==> config.mk <==
export PLATFORM = sky130hd
export DESIGN_NAME = reg_pipe
export DESIGN_NICKNAME = d
export VERILOG_FILES = /design/src/rtl/reg_pipe_pkg.sv /design/src/rtl/reg_pipe_stage.sv /design/src/rtl/reg_pipe.sv
export SDC_FILE = /design/constraint.sdc
export NUM_CORES = 1
export LEC_CHECK = 0
export ABC_AREA = 1
export BUFFER_PORTS_ARGS = -buffer_cell sky130_fd_sc_hd__buf_2
export CORE_MARGIN = 5
export CORE_UTILIZATION = 47
export DETAILED_ROUTE_END_ITERATION = 8
export GPL_ROUTABILITY_DRIVEN = 0
export PLACE_DENSITY = 0.81
export REMOVE_ABC_BUFFERS = 1
export SETUP_SLACK_MARGIN = 0.15
export SLEW_MARGIN = 15
export SYNTH_ARGS = -nofsm -noshare
export SYNTH_HDL_FRONTEND = slang
export SYNTH_SLANG_ARGS = --single-unit
==> constraint.sdc <==
create_clock -name clk -period 1.2 [get_ports clk]
set_input_delay 0.3 -clock clk [delete_from_list [all_inputs] [get_ports clk]]
set_output_delay 0.3 -clock clk [all_outputs]
set_load 0.1 [all_outputs]
==> src/rtl/reg_pipe_pkg.sv <==
// reg_pipe_pkg: shared constants and occupancy-width helper for reg_pipe
package reg_pipe_pkg;

    localparam int DATA_W_DEF = 8;
    localparam int STAGES_DEF = 2;

    function automatic int occ_w(input int stages);
        return $clog2(stages + 1);
    endfunction

endpackage

==> src/rtl/reg_pipe_stage.sv <==
// reg_pipe_stage: one valid/data register pair with load enable and synchronous flush
module reg_pipe_stage
    import reg_pipe_pkg::*;
#(
    parameter int                DATA_W    = DATA_W_DEF,
    parameter logic [DATA_W-1:0] RESET_VAL = '0
) (
    input  logic              clk,
    input  logic              reset_n,
    input  logic              flush,
    input  logic              load,
    input  logic              up_valid,
    input  logic [DATA_W-1:0] up_data,
    output logic              valid,
    output logic [DATA_W-1:0] data
);

    always_ff @(posedge clk or negedge reset_n) begin
        if (!reset_n) begin
            valid <= 1'b0;
            data  <= RESET_VAL;
        end else begin
            valid <= flush ? 1'b0 : load ? up_valid : valid;
            // data only moves with a real beat, and flush leaves it untouched
            if (load && up_valid && !flush)
                data <= up_data;
        end
    end

endmodule

==> src/rtl/reg_pipe.sv <==
// reg_pipe: STAGES-deep valid/ready register pipeline with bubble collapse and flush
// Optional occupancy port enabled by REG_PIPE_OCC_EN.
module reg_pipe
    import reg_pipe_pkg::*;
#(
    parameter int                DATA_W    = DATA_W_DEF,
    parameter int                STAGES    = STAGES_DEF,
    parameter logic [DATA_W-1:0] RESET_VAL = '0
) (
    input  logic                         clk,
    input  logic                         reset_n,
    input  logic                         flush,
    input  logic                         in_valid,
    input  logic [DATA_W-1:0]            in_data,
    output logic                         in_ready,
    output logic                         out_valid,
    output logic [DATA_W-1:0]            out_data,
    input  logic                         out_ready
`ifdef REG_PIPE_OCC_EN
    ,
    output logic [occ_w(STAGES)-1:0]     occ
`endif
);

    logic [STAGES-1:0] v;
    logic [DATA_W-1:0] d [STAGES];
    logic [STAGES:0]   rdy;

    // a stage can load when empty or when the stage below is moving
    always_comb begin
        rdy[STAGES] = out_ready;
        for (int k = STAGES - 1; k >= 0; k--)
            rdy[k] = ~v[k] | rdy[k+1];
    end

    for (genvar i = 0; i < STAGES; i++) begin : g_stage
        logic              uv;
        logic [DATA_W-1:0] ud;
        if (i == 0) begin : g_head
            assign uv = in_valid;
            assign ud = in_data;
        end else begin : g_body
            assign uv = v[i-1];
            assign ud = d[i-1];
        end
        reg_pipe_stage #(
            .DATA_W    (DATA_W),
            .RESET_VAL (RESET_VAL)
        ) u_stage (
            .clk      (clk),
            .reset_n  (reset_n),
            .flush    (flush),
            .load     (rdy[i]),
            .up_valid (uv),
            .up_data  (ud),
            .valid    (v[i]),
            .data     (d[i])
        );
    end

    assign in_ready  = rdy[0] & ~flush;
    assign out_valid = v[STAGES-1] & ~flush;
    assign out_data  = d[STAGES-1];

`ifdef REG_PIPE_OCC_EN
    always_comb begin
        occ = '0;
        for (int k = 0; k < STAGES; k++)
            occ = occ + occ_w(STAGES)'(v[k]);
    end
`endif

endmodule
==> results.toml <==
[floorplan]
initial_utilization_pct = 51.04
chipWidth_um = 51.15
rows = 14
dieArea_um2 = 2616
core_area_um2 = 1559
ios = 23
die_y_um = 51.15

[yosys]
synthTopCellsByArea = "dfrtp_1, nand2_1, nand3_1"
syn_area_um2 = 795.8
syn_avg_cell_area_um2 = 9.473
synth_commonest_cells = "nand2_1, dfrtp_1, nand3_1"
ys_seq_area_share_pct = 56.60
synth_area_leader_cell = "dfrtp_1"
async_reset_ff_share_pct = 100.0
synth_most_common_cell = "nand2_1"
yosysTopAreaCellShare_pct = 56.60
ys_warn_count = 0
synth_enable_flop_cells = 0
synthDistinctLibCells = 13
synth_ff_type = "dfrtp_1"
ys_ff_latch = 18
synth_cells = 84

[critical_path]
reg2reg_from = "g_stage[1].u_stage.valid"
critPathLaunch = "g_stage[1].u_stage.valid"
arrival_ns = 1.07
worstSetupPathType = "flip-flop to primary output"
startpoint_type = "flip-flop"
end_kind = "primary output"
reg2regPathDepth = 7
crit_required_ns = 0.90
cp_max_fo = 3

[clock_network]
cts_tree = "yes"
cts.sinks = 18
cts_buffers = 3
root_buffer = "clkbuf_4"
insertion_delay_ns = 0.28
path_clk_slew_ns = 0.09
cts_max_level = 1
clock_path_buffers = 2

[sta]
hold_violations = 0
fmaxAchievable_mhz = 727.5
skew_ns = 0.0009765
maxSlewHeadroom_pct = 74.64
tightest_slew_ns = 0.3803
setup_ws_ns = -0.1746
finalMaxSlewViolations = 0
setup_viol = 2
rsz0062_at_grt = "true"
fin_crit_sh_pct = 114.6
min_period_ns = 1.375

[global_route]
grt-ovfl-total = 0
antenna_found_initial = 0
grt_pass1_vias = 622
grt_usage_pct = 13.98
grt_max_degree = 19
grt_pass1_wl_um = 2766

[detailed_routing]
drt_iter0_drc = 11
wl_um = 1791
wl_per_cell_um = 13.37
drt-pass1-iter-count = 4
num_vias = 675
viasPerCell = 5.037
ant_nets = 0
drc = 0

[power]
power.leakage_nw = 0.6582
vdd_drop_max_v = 0.0008269
cellPowerDensity_nw_per_um2 = 1634
p_total_mw = 2.003

[status]
failed_checks = "setup timing"
status = "finished, violations left"

[cells_and_area]
finalNonFillerCells = 134
antennaDiodeCount = 0
area_growth_pct = 54.09
n_fill_cell = 90
drive_gt1_share_pct = 40.68
fin_nets = 133

[placement]
hpwl_um = 1146
port_buffers = 22
place_inst = 122

[min_path]
hold_class = "input pin to flip-flop"
hp-start = "in_data[2]"
min_delay_path_depth = 3

[job]
max_cap_viol_count = 0
metrics by stage:
stage          setup TNS, ns  area, µm²  util (%)  setup WS [ns]  hold slack (ns)
2_1_floorplan        -0.8792      773.2         -        -0.7707         0.004409
3_3_place_gp               0       1069     68.54        0.08190           0.2348
3_5_place_dp               0       1069     68.54        0.04739           0.2427
4_1_cts              -0.3408       1154     74.00        -0.1755           0.2376
5_1_grt              -0.5621       1226     78.65        -0.2314           0.2419
6_report             -0.3446       1226     78.65        -0.1746           0.2390
cell families after synthesis:
kind of cell	count (synthesis)	synth area share (%)
AND/OR/NAND/NOR	56	36.01
buffers and inverters	8	5.660
AO/OA/AOI/OAI	2	1.729
flip-flops	18	56.60
per-layer routing:
metal  part of all wire [%]  wire length (µm)  track usage [%]
met2                     48               862            22.96
met1                     45               809            18.84
met4                    2.0                35            6.726
met3                    4.7                84           0.8721
met5                      0                 0                0
sequential cells by signal, indices dropped and copies added (netlist names):
register and count:
g_stage.u_stage.valid 2, g_stage.u_stage.data 16
area by class of cell:
| cell class | count | area [µm²] | area share (%) |
|---|---|---|---|
| Multi-Input combinational cell | 58 | 336.6 | 27.45 |
| Sequential cell | 18 | 450.4 | 36.73 |
| Tap cell | 16 | 20.02 | 1.633 |
| Inverter | 6 | 22.52 | 1.837 |
| Clock buffer | 3 | 22.52 | 1.837 |
| Timing Repair Buffer | 33 | 374.1 | 30.51 |
repair_timing:
item	4_1_cts	5_1_grt
endpoints found under the hold margin	18	0
gates cloned	0	1
pin swaps	1	0
hold buffers	1	0
setup endpoints to repair	10	23
gates resized for setup	4	7
buffers inserted	5	2
final timing paths:
path,to,slack [ns]
hold / removal,g_stage[0].u_stage.data[2],0.24
min in group asynchronous,g_stage[1].u_stage.valid,0.47
setup reg to reg,g_stage[0].u_stage.data[1],0.06
setup / recovery,in_ready,-0.17
hold reg to reg,g_stage[0].u_stage.data[3],0.49
max in group asynchronous,g_stage[0].u_stage.data[1],0.46
worst max-delay path, stage by stage, from the launching register on:
cell and delay [ns]:
dfrtp_1 0.42, nand3_2 0.09, nand2_2 0.05, inv_2 0.06
buf_12 0.16
cell usage in the layout (no fill, tap or decap), drive strengths merged:
master | Yosys | routed
nand3 | 17 | 17
nor2 | 3 | 3
inv | 6 | 6
dfrtp | 18 | 18
dlygate4sd3 | 0 | 1
nand2 | 36 | 36
clkbuf | 0 | 4
a21oi | 2 | 2
buf | 2 | 31
power breakdown:
group | total [mW] | switching, mW | internal [mW]
sequential | 0.787 | 0.0858 | 0.702
clock | 0.284 | 0.167 | 0.116
combinational | 0.932 | 0.593 | 0.339
Power figures use the tool's default switching activity.
